$ cat config.mk
export PLATFORM = sky130hd
export DESIGN_NAME = addsub_result_buf
export DESIGN_NICKNAME = d
export VERILOG_FILES = /design/src/rtl/addsub_pkg.sv /design/src/rtl/addsub_fifo.sv /design/src/rtl/addsub_result_buf.sv
export SDC_FILE = /design/constraint.sdc
export NUM_CORES = 1
export LEC_CHECK = 0
export CORE_MARGIN = 5
export CORE_UTILIZATION = 54
export DETAILED_ROUTE_END_ITERATION = 7
export GPL_TIMING_DRIVEN = 0
export MAX_ROUTING_LAYER = met4
export PLACE_DENSITY = 0.79
export SLEW_MARGIN = 10
export SYNTH_ARGS = -nofsm -noshare
export SYNTH_HDL_FRONTEND = slang
export SYNTH_SLANG_ARGS = --single-unit
$ cat constraint.sdc
create_clock -name clk -period 2.9 [get_ports clk]
set_input_delay 0.29 -clock clk [delete_from_list [all_inputs] [get_ports clk]]
set_output_delay 0.29 -clock clk [all_outputs]
set_load 0.05 [all_outputs]
$ cat src/rtl/addsub_pkg.sv
// Shared types for the add/sub result buffer: entry layout and field offsets.
// With ADDSUB_ZERO_CHECK_EN defined, each entry carries an extra zero-flag check bit.
package addsub_pkg;

`ifdef ADDSUB_ZERO_CHECK_EN
  localparam int ENTRY_W = 36;

  typedef struct packed {
    logic [31:0] result;
    logic        c;
    logic        overflow;
    logic        zero;
    logic        zero_err;
  } addsub_entry_t;

  localparam int OFS_ZERO_ERR = 0;
  localparam int OFS_ZERO     = 1;
  localparam int OFS_OVERFLOW = 2;
  localparam int OFS_C        = 3;
  localparam int OFS_RESULT   = 4;
`else
  localparam int ENTRY_W = 35;

  typedef struct packed {
    logic [31:0] result;
    logic        c;
    logic        overflow;
    logic        zero;
  } addsub_entry_t;

  localparam int OFS_ZERO     = 0;
  localparam int OFS_OVERFLOW = 1;
  localparam int OFS_C        = 2;
  localparam int OFS_RESULT   = 3;
`endif

endpackage

$ cat src/rtl/addsub_fifo.sv
// Generic synchronous FIFO with combinational head read; pointers wrap modulo DEPTH.
// A push when full or a pop when empty is ignored.
module addsub_fifo #(
  parameter int WIDTH = 35,
  parameter int DEPTH = 4
) (
  input  logic                     clk,
  input  logic                     rst,
  input  logic                     push,
  input  logic                     pop,
  input  logic [WIDTH-1:0]         wdata,
  output logic [WIDTH-1:0]         rdata,
  output logic [$clog2(DEPTH):0]   level,
  output logic                     full,
  output logic                     empty
);

  localparam int AW = $clog2(DEPTH);
  localparam int LW = AW + 1;

  logic [WIDTH-1:0] mem [DEPTH];
  logic [AW-1:0]    wptr;
  logic [AW-1:0]    rptr;
  logic [LW-1:0]    cnt;
  logic             push_ok;
  logic             pop_ok;

  assign full    = (cnt == LW'(DEPTH));
  assign empty   = (cnt == '0);
  assign push_ok = push && !full;
  assign pop_ok  = pop && !empty;
  assign level   = cnt;
  assign rdata   = mem[rptr];

  always_ff @(posedge clk) begin
    if (rst) begin
      wptr <= '0;
      rptr <= '0;
      cnt  <= '0;
    end else begin
      if (push_ok) wptr <= wptr + AW'(1);
      if (pop_ok)  rptr <= rptr + AW'(1);
      case ({push_ok, pop_ok})
        2'b10:   cnt <= cnt + LW'(1);
        2'b01:   cnt <= cnt - LW'(1);
        default: cnt <= cnt;
      endcase
    end
  end

  // Storage needs no reset: the head is only observed while the FIFO is non-empty.
  always_ff @(posedge clk) begin
    if (!rst && push_ok) mem[wptr] <= wdata;
  end

endmodule

$ cat src/rtl/addsub_result_buf.sv
// Buffers add/sub results and flags between two valid/ready handshakes; tracks overflow events.
// Build option ADDSUB_ZERO_CHECK_EN stores a zero-flag consistency bit per entry.
module addsub_result_buf
  import addsub_pkg::*;
#(
  parameter int DEPTH = 4,
  parameter int CNT_W = 16
) (
  input  logic                   clk,
  input  logic                   rst,
  input  logic                   in_valid,
  output logic                   in_ready,
  input  logic [31:0]            in_result,
  input  logic                   in_c,
  input  logic                   in_overflow,
  input  logic                   in_zero,
  output logic                   out_valid,
  input  logic                   out_ready,
  output logic [31:0]            out_result,
  output logic                   out_c,
  output logic                   out_overflow,
  output logic                   out_zero,
  output logic                   out_zero_err,
  output logic [$clog2(DEPTH):0] level,
  output logic                   sticky_ovf,
  input  logic                   sticky_clr,
  output logic [CNT_W-1:0]       ovf_cnt
);

  addsub_entry_t    wr_entry;
  addsub_entry_t    head;
  logic [ENTRY_W-1:0] rd_bits;
  logic             full;
  logic             empty;
  logic             push;
  logic             pop;
  logic             ovf_push;

  assign in_ready  = !full;
  assign out_valid = !empty;
  assign push      = in_valid && in_ready;
  assign pop       = out_valid && out_ready;
  assign ovf_push  = push && in_overflow;

  always_comb begin
    wr_entry          = '0;
    wr_entry.result   = in_result;
    wr_entry.c        = in_c;
    wr_entry.overflow = in_overflow;
    wr_entry.zero     = in_zero;
`ifdef ADDSUB_ZERO_CHECK_EN
    wr_entry.zero_err = (in_zero != ~|in_result);
`endif
  end

  addsub_fifo #(
    .WIDTH (ENTRY_W),
    .DEPTH (DEPTH)
  ) u_fifo (
    .clk   (clk),
    .rst   (rst),
    .push  (push),
    .pop   (pop),
    .wdata (wr_entry),
    .rdata (rd_bits),
    .level (level),
    .full  (full),
    .empty (empty)
  );

  // Outputs read zero while empty so stale storage never leaks out.
  assign head         = rd_bits;
  assign out_result   = out_valid ? head.result   : '0;
  assign out_c        = out_valid & head.c;
  assign out_overflow = out_valid & head.overflow;
  assign out_zero     = out_valid & head.zero;
`ifdef ADDSUB_ZERO_CHECK_EN
  assign out_zero_err = out_valid & head.zero_err;
`else
  assign out_zero_err = 1'b0;
`endif

  // Overflow set wins over clear; counter restarts at 1 when both coincide.
  always_ff @(posedge clk) begin
    if (rst) begin
      sticky_ovf <= 1'b0;
      ovf_cnt    <= '0;
    end else begin
      if (ovf_push)        sticky_ovf <= 1'b1;
      else if (sticky_clr) sticky_ovf <= 1'b0;

      if (sticky_clr)
        ovf_cnt <= ovf_push ? CNT_W'(1) : '0;
      else if (ovf_push && (ovf_cnt != {CNT_W{1'b1}}))
        ovf_cnt <= ovf_cnt + CNT_W'(1);
    end
  end

endmodule

=== Word level (Yosys, flattened, before mapping) ===
Memory sizes are Yosys's and may differ from the RTL's. A register that Yosys moved wholly into a read port is not among the register bits.
Cells that the tools add are included.
W data, S select, Z words.

* Register bits after elaboration: 24
* Memory bits (writable): 140
* Memories: 1
* Logic and storage cells: 43
* Output and inout bits: 58

{| class="wikitable"
|+ Memory list
! name !! depth !! width !! read ports !! clocked after memory_dff !! write ports !! RTL line !! text
|-
| u_fifo.mem || 4 || 35 || 1 || 1 || 1 || addsub_fifo.sv:21 || <nowiki>logic [WIDTH-1:0] mem [DEPTH];</nowiki>
|}

* Muxes and demuxes: 11
* Add/subtract/negate cells: 5
* Equal/unequal tests: 4
* Reductions and logical operators: 14
* Bitwise operators: 3

{| class="wikitable"
|+ Operator list
! cell !! number
|-
| $mux W16 || 2
|-
| $mux W32 || 1
|-
| $add A16 B1 Y16 const B || 1
|-
| $ne A16 B16 Y1 const B || 1
|-
| $logic_and A1 B1 Y1 || 7
|-
| $pmux W3 S2 || 1
|-
| $reduce_bool A2 Y1 || 3
|-
| $mux W1 || 5
|-
| $add A2 B1 Y2 const B || 2
|-
| $mux W2 || 2
|-
| $add A3 B1 Y3 const B || 1
|-
| $and A1 B1 Y1 || 3
|-
| $eq A3 B3 Y1 const B || 1
|-
| $logic_not A1 Y1 || 3
|-
| $logic_not A3 Y1 || 1
|-
| $sub A3 B1 Y3 const B || 1
|-
| $eq A2 B1 Y1 const B || 1
|-
| $eq A2 B2 Y1 const B || 1
|}

=== Logic depth before layout (Yosys ltp) ===
* Depth in word-level cells: 7
* Depth in mapped cells: 9

=== By module ===
Synthesis repeated with hierarchy kept, for this count alone.

* Cell total of the unflattened synthesis: 386
* Area total of the unflattened synthesis: 6,751.5 µm²

{| class="wikitable"
|+ Modules (own cells, without submodules)
! module !! cells each !! seq. area each (µm²) !! area each (µm²) !! instances
|-
| addsub_fifo || 237 || 4,384.2 || 5,589.1 || 1
|-
| addsub_result_buf || 149 || 340.3 || 1,162.4 || 1
|}

=== Worst setup path before layout ===
Ideal clock, no wire load.

* Kind: reg-to-reg
* Start: register u_fifo.cnt[0] (netlist: u_fifo.level[0])
* End: memory u_fifo.mem[0][0], enable pin
* Period minus slack after synthesis: 2.637 ns
* Library setup time: 0.396 ns
* Slack: 0.263 ns
* Cell stages (with the launch flop): 6
* Required time: 2.504 ns
* Arrival: 2.242 ns
* Cells stage by stage: dfxtp_1 or3b_1 buf_6 nand2_1 nor2_1 and2_1

* Longest elaborated chain between the ends: 7

{| class="wikitable"
|+ RTL lines
! what !! RTL line !! text
|-
| from (decl) || addsub_fifo.sv:24 || <nowiki>logic [LW-1:0] cnt;</nowiki>
|-
| from (signal assigned) || addsub_fifo.sv:44 || <nowiki>2'b10: cnt <= cnt + LW'(1);</nowiki>
|-
| from (signal assigned) || addsub_fifo.sv:45 || <nowiki>2'b01: cnt <= cnt - LW'(1);</nowiki>
|-
| from (signal assigned) || addsub_fifo.sv:46 || <nowiki>default: cnt <= cnt;</nowiki>
|-
| $eq A3 B3 Y1 * || addsub_fifo.sv:28 || <nowiki>assign full = (cnt == LW'(DEPTH));</nowiki>
|-
| $logic_not A1 Y1 * || addsub_result_buf.sv:39 || <nowiki>assign in_ready = !full;</nowiki>
|-
| named net in_ready || addsub_result_buf.sv:12 || <nowiki>output logic in_ready,</nowiki>
|-
| $logic_and A1 B1 Y1 || addsub_result_buf.sv:41 || <nowiki>assign push = in_valid && in_ready;</nowiki>
|-
| $logic_and A1 B1 Y1 * || addsub_fifo.sv:30 || <nowiki>assign push_ok = push && !full;</nowiki>
|-
| $logic_and A1 B1 Y1 * || addsub_fifo.sv:53 || <nowiki>if (!rst && push_ok) mem[wptr] <= wdata;</nowiki>
|-
| $mux W1 * || addsub_fifo.sv:53 ||
|-
| $mux W1 (implied by the code) * || addsub_fifo.sv:53 ||
|-
| to (decl) || addsub_fifo.sv:21 ||
|}

The timed path passes the listed nets; every way through them passes the cells marked *.

==> flow_summary.ini <==
[global_routing]
antenna_found_initial = 1
grtUsageTotal = 0.193
grt_max_degree = 21
grt_pass1_vias = 3996
grt_pass1_wl_um = 20600
grt-ovfl-total = 0

[routing]
drt_iter0_markers = 244
vias = 3761
finalWirelength_um = 12800
firstDrtPassIters = 5
vias_per_cell = 5.49
wire_per_inst_um = 18.8
drcViolationCount = 0
ant_nets = 0

[logic_synthesis]
synthTopCellsByCount = edfxtp_1 (140), and2_1 (40), mux4_2 (35)
syn_nets = 433
synth.area.top_cells = edfxtp_1 (63%), mux4_2 (12%), dfxtp_1 (7.8%)
syn_inst = 386
synth_largest_area_cell = edfxtp_1
synth-edff-count = 140
avgSynthCellArea_um2 = 17.4
synth_top_area_share = 0.627
synth_warnings = 0
yosys.cell_types.count = 44
synth-seq-cells = 166
syn_area_um2 = 6700
async_reset_ff_frac = 0
ys.flop_type = edfxtp_1
synth.most_common_cell = edfxtp_1
ys_seq_area_frac = 0.705

[sta]
skew_ns = 0.0102
setup_ws_ns = 0.217
final_hold_viol_count = 0
slew_violations = 0
min_period_ns = 2.68
period_share = 0.925
setup_viol = 0
slew_headroom = 0.486
worst_pin_slew_ns = 0.765
fmax_mhz = 373
whs_ns = 0.406
rsz0062_at_grt = false

[setup_path]
cp_top_family = buffers and inverters
cp_num_buf_inv = 3
critPathMaxStageDelay_ns = 0.53
path_cells = buf_2 > buf_4 > mux4_2 > and2_1 > dlygate4sd2_1
crit_arrival_ns = 2.39
required_ns = 2.61
critPathCaptureType = output port
crit_path_max_fanout = 10
path_class = reg -> out
start_kind = flip-flop
slowest_stage = mux4_2

[min_path]
hold_class = in -> reg

[layout]
stdcell_area_um2 = 8540
fin_util = 0.705
area_delta_synth_final_pct = 27.3
layout-drive-gt1-share = 0.190
num-fill-cells = 797
nets = 550

[placed_design]
portBuffers = 95
dp_hpwl_um = 8660
gp_congestion = 0.844
postPlaceCellArea_um2 = 7980
pre_cts_ws_ns = 0.0882

[cts]
htree_num_levels = 4
cts_setup_buffers = 0
cts_buffers = 17
cts_max_path_buffers = 2
insertion_delay_ns = 0.42
clockRootBuffer = clkbuf_16
hold_buffers = 0
clkTransAtPathRegs_ns = 0.06
cts_tree = built
cts_sinks = 166

[outcome]
outcome = complete, no violations

[floorplan]
die_w_um = 121
dieArea_um2 = 14700
ios = 98
start_util = 0.553
coreArea_um2 = 12100
die_h_um = 121
row_count = 40

[power]
power_density_nw_per_um2 = 928
leakagePower_nw = 2.88
peakVddDrop_uv = 377

[job]
max-cap-violations = 0
-- metrics by stage --
stage / power (W) / TNS [ns] / instances
6_report: 0.00792 / 0 / 685
5_1_grt: 0.00826 / 0 / 685
4_1_cts: 0.00802 / 0 / 684
3_5_place_dp: 0.00602 / 0 / 653
3_3_place_gp: 0.00594 / -19.27 / 649
2_1_floorplan: 0.00498 / 0 / 386
-- metal layers --
layer,vias up,routed length [um],GRT usage
met5,-,0,-
met4,0,208,0.0798
met3,13,718,0.0531
met2,109,6640,0.314
met1,1890,5280,0.227
li1,1749,-,-
-- power by group --
group | internal [W] | switching (W) | leakage (nW)
clock network | 0.00127 | 0.000892 | 0.273
registers | 0.00274 | 0.0000613 | 1.48
logic | 0.00101 | 0.00194 | 1.13
-- logic make-up after synthesis --
| family | share of synthesized area |
|---|---|
| AND/OR/NAND/NOR | 0.100 |
| XOR/XNOR | 0.00653 |
| flip-flops | 0.705 |
| adder cells (fa/ha/maj) | 0.0142 |
| other | 0.000559 |
| multiplexers | 0.128 |
| AO/OA/AOI/OAI | 0.0269 |
| buffers and inverters | 0.0189 |
-- final timing paths --
kind / from / end / slack [ns] / cells after the start
worst max-delay path: flip-flop / out_result[27] / 0.22 / 5
worst min-delay path: sticky_clr / ovf_cnt[0]$_SDFFE_PP0P_ / 0.41 / 3
worst max register to register: u_fifo.level[2]$_SDFFE_PP0P_ / u_fifo.level[2]$_SDFFE_PP0P_ / 0.51 / 9
worst min register to register: sticky_ovf$_SDFFE_PP0P_ / sticky_ovf$_SDFFE_PP0P_ / 0.48 / 2
-- worst reg2reg max path: stages (launching register included) --
cell and delay [ns]:
dfxtp_1 0.38, or3b_1 0.38, buf_6 0.16, nand2_1 0.14, ha_1 0.20, inv_1 0.06, fa_1 0.37, xor2_1 0.16
or3_1 0.32, a21oi_1 0.15
-- cells in the final DEF (no fill, tap or decap), types with 3 or more instances in the layout --
| cell | n |
|---|---|
| xor2_1 | 3 |
| o21ai_0 | 3 |
| clkdlybuf4s50_1 | 65 |
| nand3_1 | 7 |
| or4_1 | 4 |
| and2_2 | 4 |
| mux2i_1 | 7 |
| dlygate4sd2_1 | 30 |
| a211oi_1 | 3 |
| a21oi_1 | 11 |
| or3_1 | 9 |
| and4_1 | 3 |
| inv_1 | 7 |
| o31ai_1 | 3 |
| clkinv_4 | 4 |
| dfxtp_1 | 26 |
| buf_4 | 4 |
| clkbuf_1 | 7 |
| nand2_1 | 18 |
| clkinvlp_4 | 4 |
| nor3_1 | 4 |
| buf_16 | 4 |
| mux4_2 | 35 |
| nor2_1 | 10 |
| edfxtp_1 | 140 |
| clkbuf_2 | 5 |
| ha_1 | 6 |
| and2_1 | 36 |
| clkbuf_16 | 17 |
-- cell type report --
class / instances / area, um^2 / area share
diodes: 1 / 2.50 / 0.000293
plain buffers: 19 / 110 / 0.0129
clock buffers: 18 / 429 / 0.0503
clock inverters: 14 / 153 / 0.0179
inverters: 7 / 26.3 / 0.00308
multi-input cells: 193 / 1860 / 0.218
flip-flops and latches: 166 / 4720 / 0.554
well taps: 168 / 210 / 0.0246
repair buffers: 99 / 1020 / 0.120
-- state kept, by name (all words and copies together) (netlist names), named ones only --
name and count:
u_fifo.wptr 2, ovf_cnt 16, sticky_ovf 1, u_fifo.mem 140, u_fifo.rptr 2, u_fifo.level 3
-- repair_timing --
item | CTS | global route
gates resized for setup | 38 | 0
hold endpoints to repair | 0 | 0
setup endpoints to repair | 30 | 0
No activity file was read; power rests on OpenSTA's default activity.
